$ cat src/rtl/speck_pkg.sv
// SPECK iterative core: shared FSM encoding, rotate helpers
// and default rotation amounts per word width.
package speck_pkg;

   localparam int unsigned MAX_W = 64;

   typedef enum logic [2:0] {
      ST_IDLE,
      ST_KEY_EXP,
      ST_READY,
      ST_CRYPT,
      ST_DONE
   } state_t;

   function automatic int unsigned def_alpha(input int unsigned w);
      return (w == 16) ? 7 : 8;
   endfunction

   function automatic int unsigned def_beta(input int unsigned w);
      return (w == 16) ? 2 : 3;
   endfunction

   function automatic logic [MAX_W-1:0] wmask(input int unsigned w);
      if (w >= MAX_W)
         return '1;
      return (MAX_W'(1) << w) - MAX_W'(1);
   endfunction

   // Rotates within the low w bits of a MAX_W container.
   function automatic logic [MAX_W-1:0] ror(
      input logic [MAX_W-1:0] v,
      input int unsigned      r,
      input int unsigned      w
   );
      logic [MAX_W-1:0] m;
      logic [MAX_W-1:0] t;
      m = wmask(w);
      t = v & m;
      return ((t >> r) | (t << (w - r))) & m;
   endfunction

   function automatic logic [MAX_W-1:0] rol(
      input logic [MAX_W-1:0] v,
      input int unsigned      r,
      input int unsigned      w
   );
      return ror(v, w - r, w);
   endfunction

endpackage

$ cat src/rtl/speck_round.sv
// One SPECK round, encrypt or decrypt. The encrypt path doubles
// as the key-schedule step (l as a, k as b, round index as rk).
module speck_round
   import speck_pkg::*;
#(
   parameter int unsigned WORD_W = 64,
   parameter int unsigned ALPHA  = 8,
   parameter int unsigned BETA   = 3
) (
   input  logic              dec,
   input  logic [WORD_W-1:0] a,
   input  logic [WORD_W-1:0] b,
   input  logic [WORD_W-1:0] rk,
   output logic [WORD_W-1:0] a_o,
   output logic [WORD_W-1:0] b_o
);

   always_comb begin
      a_o = '0;
      b_o = '0;
      if (dec) begin
         b_o = WORD_W'(ror(MAX_W'(a ^ b), BETA, WORD_W));
         a_o = WORD_W'(rol(MAX_W'((a ^ rk) - b_o), ALPHA, WORD_W));
      end else begin
         a_o = (WORD_W'(ror(MAX_W'(a), ALPHA, WORD_W)) + b) ^ rk;
         b_o = WORD_W'(rol(MAX_W'(b), BETA, WORD_W)) ^ a_o;
      end
   end

endmodule

$ cat src/rtl/speck_iter_core.sv
// Iterative SPECK core: one-time key expansion into a round-key
// array, then one round per clock in either direction.
module speck_iter_core
   import speck_pkg::*;
#(
   parameter int unsigned WORD_W    = 64,
   parameter int unsigned KEY_WORDS = 2,
   parameter int unsigned NR_ROUNDS = 32,
   parameter int unsigned ALPHA     = def_alpha(WORD_W),
   parameter int unsigned BETA      = def_beta(WORD_W),
   localparam int unsigned KEY_W    = KEY_WORDS * WORD_W,
   localparam int unsigned BLK_W    = 2 * WORD_W,
   localparam int unsigned CW       = $clog2(NR_ROUNDS)
) (
   input  logic             clk,
   input  logic             rst_n,
   input  logic             key_valid,
   output logic             key_ready,
   input  logic [KEY_W-1:0] key,
   input  logic             in_valid,
   output logic             in_ready,
   input  logic             in_mode,
   input  logic [BLK_W-1:0] in_block,
   output logic             out_valid,
   input  logic             out_ready,
   output logic [BLK_W-1:0] out_block,
   output logic             key_loaded
);

   state_t state_q;
   state_t state_d;

   logic [CW-1:0]     ctr_q;
   logic [WORD_W-1:0] k_q;
   logic [WORD_W-1:0] l_q [KEY_WORDS-1];
   logic [WORD_W-1:0] x_q;
   logic [WORD_W-1:0] y_q;
   logic              mode_q;
   logic              loaded_q;
   logic [WORD_W-1:0] rk_mem [NR_ROUNDS];

   logic              rnd_dec;
   logic [WORD_W-1:0] rnd_a;
   logic [WORD_W-1:0] rnd_b;
   logic [WORD_W-1:0] rnd_rk;
   logic [WORD_W-1:0] rnd_a_o;
   logic [WORD_W-1:0] rnd_b_o;

   logic st_idle, st_kexp, st_ready, st_crypt, st_done;
   logic key_hs, blk_hs, out_hs;
   logic last_up, last_dn, crypt_last;

   assign st_idle  = (state_q == ST_IDLE);
   assign st_kexp  = (state_q == ST_KEY_EXP);
   assign st_ready = (state_q == ST_READY);
   assign st_crypt = (state_q == ST_CRYPT);
   assign st_done  = (state_q == ST_DONE);

   assign key_hs = key_valid && key_ready;
   assign blk_hs = in_valid && in_ready;
   assign out_hs = out_valid && out_ready;

   assign last_up    = (ctr_q == CW'(NR_ROUNDS - 1));
   assign last_dn    = (ctr_q == '0);
   assign crypt_last = mode_q ? last_dn : last_up;

   always_ff @(posedge clk) begin
      if (!rst_n)
         state_q <= ST_IDLE;
      else
         state_q <= state_d;
   end

   always_comb begin
      state_d = state_q;
      unique case (state_q)
         ST_IDLE:
            if (key_hs) state_d = ST_KEY_EXP;
         ST_KEY_EXP:
            if (last_up) state_d = ST_READY;
         ST_READY:
            if (key_hs)      state_d = ST_KEY_EXP;
            else if (blk_hs) state_d = ST_CRYPT;
         ST_CRYPT:
            if (crypt_last) state_d = ST_DONE;
         ST_DONE:
            if (out_hs) state_d = ST_READY;
         default:
            state_d = ST_IDLE;
      endcase
   end

   // A pending key outranks a block offered in the same READY cycle.
   always_comb begin
      key_ready = 1'b0;
      in_ready  = 1'b0;
      out_valid = 1'b0;
      unique case (1'b1)
         st_idle:  key_ready = 1'b1;
         st_ready: begin
            key_ready = 1'b1;
            in_ready  = !key_valid;
         end
         st_done:  out_valid = 1'b1;
         default:  ;
      endcase
   end

   always_comb begin
      if (st_kexp) begin
         rnd_a   = l_q[0];
         rnd_b   = k_q;
         rnd_rk  = WORD_W'(ctr_q);
         rnd_dec = 1'b0;
      end else begin
         rnd_a   = x_q;
         rnd_b   = y_q;
         rnd_rk  = rk_mem[ctr_q];
         rnd_dec = mode_q;
      end
   end

   speck_round #(
      .WORD_W (WORD_W),
      .ALPHA  (ALPHA),
      .BETA   (BETA)
   ) u_round (
      .dec (rnd_dec),
      .a   (rnd_a),
      .b   (rnd_b),
      .rk  (rnd_rk),
      .a_o (rnd_a_o),
      .b_o (rnd_b_o)
   );

   always_ff @(posedge clk) begin
      if (!rst_n) begin
         ctr_q    <= '0;
         k_q      <= '0;
         l_q      <= '{default: '0};
         x_q      <= '0;
         y_q      <= '0;
         mode_q   <= 1'b0;
         loaded_q <= 1'b0;
      end else if (key_hs) begin
         k_q <= key[WORD_W-1:0];
         for (int j = 0; j < KEY_WORDS - 1; j++)
            l_q[j] <= key[(j+1)*WORD_W +: WORD_W];
         ctr_q    <= '0;
         loaded_q <= 1'b0;
      end else if (st_kexp) begin
         k_q <= rnd_b_o;
         for (int j = 0; j < KEY_WORDS - 2; j++)
            l_q[j] <= l_q[j+1];
         l_q[KEY_WORDS-2] <= rnd_a_o;
         if (last_up) begin
            ctr_q    <= '0;
            loaded_q <= 1'b1;
         end else begin
            ctr_q <= ctr_q + CW'(1);
         end
      end else if (blk_hs) begin
         x_q    <= in_block[BLK_W-1 -: WORD_W];
         y_q    <= in_block[WORD_W-1:0];
         mode_q <= in_mode;
         ctr_q  <= in_mode ? CW'(NR_ROUNDS - 1) : '0;
      end else if (st_crypt) begin
         x_q <= rnd_a_o;
         y_q <= rnd_b_o;
         // Hold the counter on the last round so decrypt stops at rk[0].
         if (!crypt_last)
            ctr_q <= mode_q ? ctr_q - CW'(1) : ctr_q + CW'(1);
      end
   end

   always_ff @(posedge clk) begin
      if (st_kexp)
         rk_mem[ctr_q] <= k_q;
   end

   assign out_block  = {x_q, y_q};
   assign key_loaded = loaded_q;

endmodule

$ cat config.mk
export PLATFORM = sky130hd
export DESIGN_NAME = speck_iter_core
export DESIGN_NICKNAME = d
export VERILOG_FILES = /design/src/rtl/speck_pkg.sv /design/src/rtl/speck_round.sv /design/src/rtl/speck_iter_core.sv
export SDC_FILE = /design/constraint.sdc
export NUM_CORES = 2
export LEC_CHECK = 0
export ABC_AREA = 1
export CAP_MARGIN = 20
export CORE_ASPECT_RATIO = 0.5
export CORE_MARGIN = 2
export CORE_UTILIZATION = 45
export DETAILED_ROUTE_END_ITERATION = 16
export HOLD_SLACK_MARGIN = 0.06
export SYNTH_ARGS = -nofsm -noshare
export SYNTH_HDL_FRONTEND = slang
export SYNTH_HIERARCHICAL = 1
export SYNTH_SLANG_ARGS = --single-unit
$ cat constraint.sdc
create_clock -name clk -period 11.1 [get_ports clk]
set_input_delay 2.22 -clock clk [delete_from_list [all_inputs] [get_ports clk]]
set_output_delay 2.22 -clock clk [all_outputs]
set_load 0.01 [all_outputs]
---- Yosys cells after proc, flatten, opt, wreduce, memory -nomap -nowiden ----
Memories as Yosys holds them, arrays and structs flattened. A register that Yosys moved wholly into a read port is not among the register bits.
Cells that the tools add are included.
word-level totals
  output and inout port bits .............. 132
  bits of input ports ..................... 262
  RAM bits ................................ 2048
  register bits after elaboration ......... 266
  memories kept ........................... 1
cells by class
  $add $sub $neg .......................... 4
  reduce and logical (&&, ||, !) cells .... 16
  eq/ne operators ......................... 11
  bitwise logic cells ..................... 19
  multiplexer cells ....................... 38
memory list
  memory  words  bits a word  rd ports  clocked after Yosys merged registers in  write ports  RTL line               text
  rk_mem  32     64           1         1                                        1            speck_iter_core.sv:40  logic [WORD_W-1:0] rk_mem [NR_ROUNDS];
operator list
  kind                   number
  $mux W64               15
  $and A64 B64 Y64       8
  $xor A64 B64 Y64       4
  $add A64 B64 Y64       1
  $or A3 B64 Y64         1
  $or A56 B64 Y64        1
  $or A61 B64 Y64        1
  $or A8 B64 Y64         1
  $sub A64 B64 Y64       1
  $mux W5                9
  $mux W3                6
  $pmux W3 S5            1
  $ne A2 B1 Y1 const B   4
  $mux W1                7
  $eq A3 B2 Y1 const B   2
  $reduce_and A3 Y1      2
  $add A5 B1 Y5 const B  1
  $eq A5 B5 Y1 const B   1
  $logic_not A5 Y1       1
  $reduce_and A5 Y1      1
  $sub A5 B1 Y5 const B  1
  $reduce_and A2 Y1      2
  $reduce_bool A2 Y1     2
  $reduce_or A2 Y1       2
  9 further kinds        13

---- Depth between registers and ports, before layout ----
  depth after elaboration ................. 13
  mapped depth ............................ 33

---- By module ----
The synthesis kept the hierarchy.
modules (own cells, without submodules)
  module           sequential area each (um^2)  area an instance (um^2)  cells each  times used
  speck_iter_core  66924.2                      95346.4                  8888        1
  speck_round      0.0                          15228.4                  3035        1

---- Least setup slack after synthesis ----
Ideal clock, no wire load.
  path kind ............................... input-to-output
  from .................................... in key_valid
  to ...................................... out in_ready
  data required time ...................... 8.880 ns
  arrival time ............................ 2.510 ns
  path slack .............................. 6.370 ns
  cell stages on the path ................. 3
  path buffers ............................ 0
  cells stage by stage .................... nor2_1 -> nand2_2 -> inv_1
between the ends
  word-level cells in the longest chain between the ends .. 2
ends and longest elaborated chain
  element           RTL line                text
  from (decl)       speck_iter_core.sv:17   input logic key_valid,
  $logic_not A1 Y1  speck_iter_core.sv:102  in_ready = !key_valid;
  $mux W1           speck_iter_core.sv:98   unique case (1'b1)
  to (decl)         speck_iter_core.sv:21   output logic in_ready,
No other way between the ends.

==> impl_results.rst <==
.. list-table::
   :header-rows: 1

   * - Metric
     - Value
   * - Drt first pass iters
     - 9
   * - Req. time, crit path
     - approximately 12 ns
   * - Count of endpoints failing setup in the final report
     - 0
   * - Flops & latches, synth
     - 2319
   * - Count of buffer and inverter cells on the critical path
     - 3
   * - Average size of a mapped cell
     - 9.27 sq um
   * - Unrepaired setup endpoints after global routing
     - no
   * - HP Start
     - key_loaded$_SDFFE_PP0P_
   * - Clock network latency to the later pin of the worst-skew pair
     - 0.93 ns
   * - Vias in the first global route
     - 82500
   * - Clock tree from TritonCTS
     - built
   * - Startpoint Class
     - register
   * - Deepest clock path buffer count
     - 4
   * - Total detailed-routing wirelength
     - 415 mm
   * - Die Ht
     - 355 microns
   * - Root cell of the clock tree
     - sky130_fd_sc_hd__clkbuf_16
   * - Unique masters post-synth
     - 50
   * - # DRC
     - 0
   * - GP Congestion
     - 1.01
   * - Pwr Total
     - 44100 uW
   * - # fillers
     - 22600
   * - Final Cycle Share
     - 0.710
   * - Maximum level of the CTS H-tree
     - 4
   * - Layout net count
     - 12500
   * - Cells traversed along the worst timing path
     - buf_4 -> buf_4 -> nand2_1 -> nand3_1 -> nand3_1 -> nand2_1 -> nand2_1 -> nand2_1 -> nor2_1 -> nor2_1 -> xor2_1 -> ha_1 -> nand2_1 -> nor2_1 -> nand2_1 -> inv_1 -> nand4_1 -> nand3_1 -> nand3_1 -> nand4_1 -> nand3_1 -> nand2_1 -> nand2_1 -> a31oi_1
   * - LEAKAGE
     - just under 0.05 uW
   * - Total power per unit cell area
     - 356 nW/um^2
   * - Net switching power figure
     - 22700 uW
   * - Longest individual stage delay on the worst path
     - between 0.9 and 1 ns
   * - Most used cell, CP
     - sky130_fd_sc_hd__nand2_1
   * - Number of hold buffers added after CTS
     - 0
   * - CTS Buf Count
     - 207
   * - Final min period
     - ~7.9 ns
   * - Width of the chip
     - 705 microns
   * - Worst Setup End Kind
     - register
   * - Largest driver fanout on the critical path
     - 100
   * - DR vias/cell
     - 5.74
   * - Area of the multi-input gates
     - around 38000 sq um
   * - Synth Warn #
     - 6
   * - Placement Setup Slack
     - approximately 3.7 ns
   * - Setup slack of the most critical reg-to-reg path
     - 3.22 ns
   * - Post-route worst setup slack
     - approximately 3.2 ns
   * - DP HPWL
     - between 200 and 300 mm
   * - Iteration-0 DRC Markers
     - approximately 12000
   * - Hold WC Path Type
     - register to register
   * - Remaining antenna violation count
     - 0
   * - Hold Fails Final Rpt
     - 0
   * - Switching share of total power
     - 0.514
   * - Portion of total power attributed to the clock network
     - 0.159
   * - Placeable Area
     - 244000 sq um
   * - Synthesized area
     - 111000 sq um
   * - Number of buffers inserted by post-CTS setup repair
     - 0
   * - TritonCTS sink count
     - 2319
   * - Number of port buffers
     - 393
   * - Maxcap violations
     - 0
   * - Total area of sequential cells
     - 67000 sq um
   * - Worst Path Arrival
     - between 8 and 9 ns
   * - Measured slew at the worst slew-check pin
     - 1.28 ns
   * - Ys async rst share
     - 0
   * - Grt total ovfl
     - 0
   * - Max Freq
     - 127 MHz
   * - Fraction of power consumed by combinational cells
     - 0.578
   * - Vias
     - 89000
   * - CP max-delay cell
     - sky130_fd_sc_hd__buf_4
   * - Number of flops mapped to enable cells by yosys
     - approximately 2000
   * - Outcome
     - complete, no violations
   * - Std cell rows
     - approximately 130
   * - Maximum number of pins on one net before global-route repair
     - 193
   * - Setup TNS after final layout
     - 0 ns
   * - Syn Nets
     - between 10000 and 15000
   * - Worst Setup Path Type
     - register to register
   * - Area of the die
     - 250000 sq um
   * - Share of post-route cells with drive strength above 1
     - 0.0531
   * - Final clock skew
     - 0.126 ns
   * - Initial core utilization
     - 0.453
   * - Top Family by Delay on Critical Path
     - simple AND/OR/NAND/NOR gates
   * - GR Util All Layers
     - 0.321
   * - Antenna violations before repair
     - 18
   * - Synthesis-to-finish area growth
     - 12.0%
   * - Count of cells resized by post-cts repair
     - 0
   * - Share of the yosys chip area belonging to registers
     - 0.605
   * - Part of the total power dissipated in sequential elements
     - 0.263
   * - Clock-pin slew of the registers on the worst-case setup and hold paths
     - 0.06 ns
   * - Most frequently used flop master after synthesis
     - sky130_fd_sc_hd__edfxtp_1
   * - Int Power
     - 21400 uW
   * - Worst vdd ir
     - ~0.00025 V
   * - First-pass GRT wire length
     - 585 mm
   * - Post-layout utilization of the core
     - 0.508
   * - Wire per inst
     - 26.7 microns
   * - Relative slew slack
     - 0.145
   * - Io pins
     - around 390
   * - Final max-slew violation count
     - 0
   * - Number of standard cells after synthesis
     - 11900
==> cells in the final DEF, fill, tap and decap left out, drive strengths merged, types with 5 or more instances in the layout <==
cell | synthesis | layout
o21ai | 294 | 294
dfxtp | 271 | 271
clkbuf | 185 | 267
bufinv | 0 | 9
o211ai | 5 | 5
o21a | 15 | 15
nand3 | 1818 | 1818
nand2 | 4725 | 4725
nor4 | 6 | 6
nor2 | 440 | 440
or2 | 34 | 34
edfxtp | 2048 | 2048
buf | 451 | 220
o21bai | 13 | 13
clkinvlp | 0 | 5
and2 | 5 | 5
clkdlybuf4s50 | 0 | 392
a21oi | 173 | 173
nand3b | 24 | 24
a31oi | 257 | 257
ha | 132 | 132
xnor2 | 78 | 78
clkinv | 3 | 81
nand4 | 37 | 37
inv | 673 | 682
nor3 | 28 | 28
xor2 | 183 | 183
a21boi | 10 | 10
==> layer usage <==
metal	track usage	up-vias	wire, microns
met3	0.0613	659	43900
met4	0.100	0	14200
met2	0.498	4407	184000
met1	0.459	43600	172000
met5	0	-	0
li1	-	40400	-
==> state kept, by name (all words and copies together), names as in the netlist, named ones only <==
name	cells
rk_mem	2048
mode_q	1
l_q	64
state_q	3
x_q	64
key_loaded	1
k_q	64
y_q	64
ctr_q	5
==> synth_stat cells (47+ instances only) <==
| master | n | share of area |
|---|---|---|
| sky130_fd_sc_hd__a21oi_1 | 172 | 0.0078 |
| sky130_fd_sc_hd__a31oi_1 | 257 | 0.015 |
| sky130_fd_sc_hd__buf_1 | 47 | 0.0016 |
| sky130_fd_sc_hd__buf_2 | 321 | 0.015 |
| sky130_fd_sc_hd__buf_4 | 64 | 0.0043 |
| sky130_fd_sc_hd__clkbuf_1 | 184 | 0.0062 |
| sky130_fd_sc_hd__dfxtp_1 | 271 | 0.049 |
| sky130_fd_sc_hd__edfxtp_1 | 2048 | 0.56 |
| sky130_fd_sc_hd__ha_1 | 132 | 0.015 |
| sky130_fd_sc_hd__inv_1 | 658 | 0.022 |
| sky130_fd_sc_hd__nand2_1 | 4689 | 0.16 |
| sky130_fd_sc_hd__nand3_1 | 1801 | 0.082 |
| sky130_fd_sc_hd__nor2_1 | 429 | 0.015 |
| sky130_fd_sc_hd__o21ai_0 | 181 | 0.0082 |
| sky130_fd_sc_hd__o21ai_1 | 113 | 0.0051 |
| sky130_fd_sc_hd__xnor2_1 | 78 | 0.0062 |
| sky130_fd_sc_hd__xor2_1 | 181 | 0.014 |
==> layout make-up <==
type | count | share of cell area
flip-flops and latches | 2319 | 0.541
multi-input cells | 8292 | 0.309
repair buffers | 612 | 0.0466
clock buffers | 267 | 0.0444
well taps | 3250 | 0.0328
inverters | 676 | 0.0209
clock inverters | 101 | 0.00602
diodes | 1 | 0.0000202
==> worst paths after layout <==
| kind | end | depth (start not counted) |
|---|---|---|
| hold reg to reg | key_loaded$_SDFFE_PP0P_ | 1 |
| setup reg to reg | l_q[60]$_SDFFE_PN0P_ | 24 |
| hold / removal | key_loaded$_SDFFE_PP0P_ | 1 |
| setup / recovery | l_q[60]$_SDFFE_PN0P_ | 24 |
==> logic make-up (layout without fill, tap and decap cells) <==
kind of cell    Yosys count  in the layout  share of synthesized area
compound gates          774            774                     0.0391
buf+inv                1312           1656                     0.0517
simple gates           7120           7120                      0.268
xor+xnor                261            261                     0.0208
other cells               0              1                          0
flops                  2319           2319                      0.605
mux                       3              3                   0.000272
fa+ha+maj               134            134                     0.0153
==> stage by stage <==
step | area (sq um) | hold WS (ns) | std cells
floorplan | 111000 | 0.454 | 11900
global placement | 118000 | 0.451 | 15100
detailed placement | 118000 | 0.458 | 15100
CTS | 124000 | 0.477 | 15500
global route | 124000 | 0.486 | 15500
finish | 124000 | 0.475 | 15500
==> power groups by stage <==
stage	clock [uW]	sequential [uW]	combinational [uW]
finish	7020	11600	25500
global route	7410	11700	27000
CTS	7070	11600	24600
detailed placement	0	11800	24500
global placement	0	11800	24500
floorplan	0	12000	14300
No activity file was read; power rests on OpenSTA's default activity.
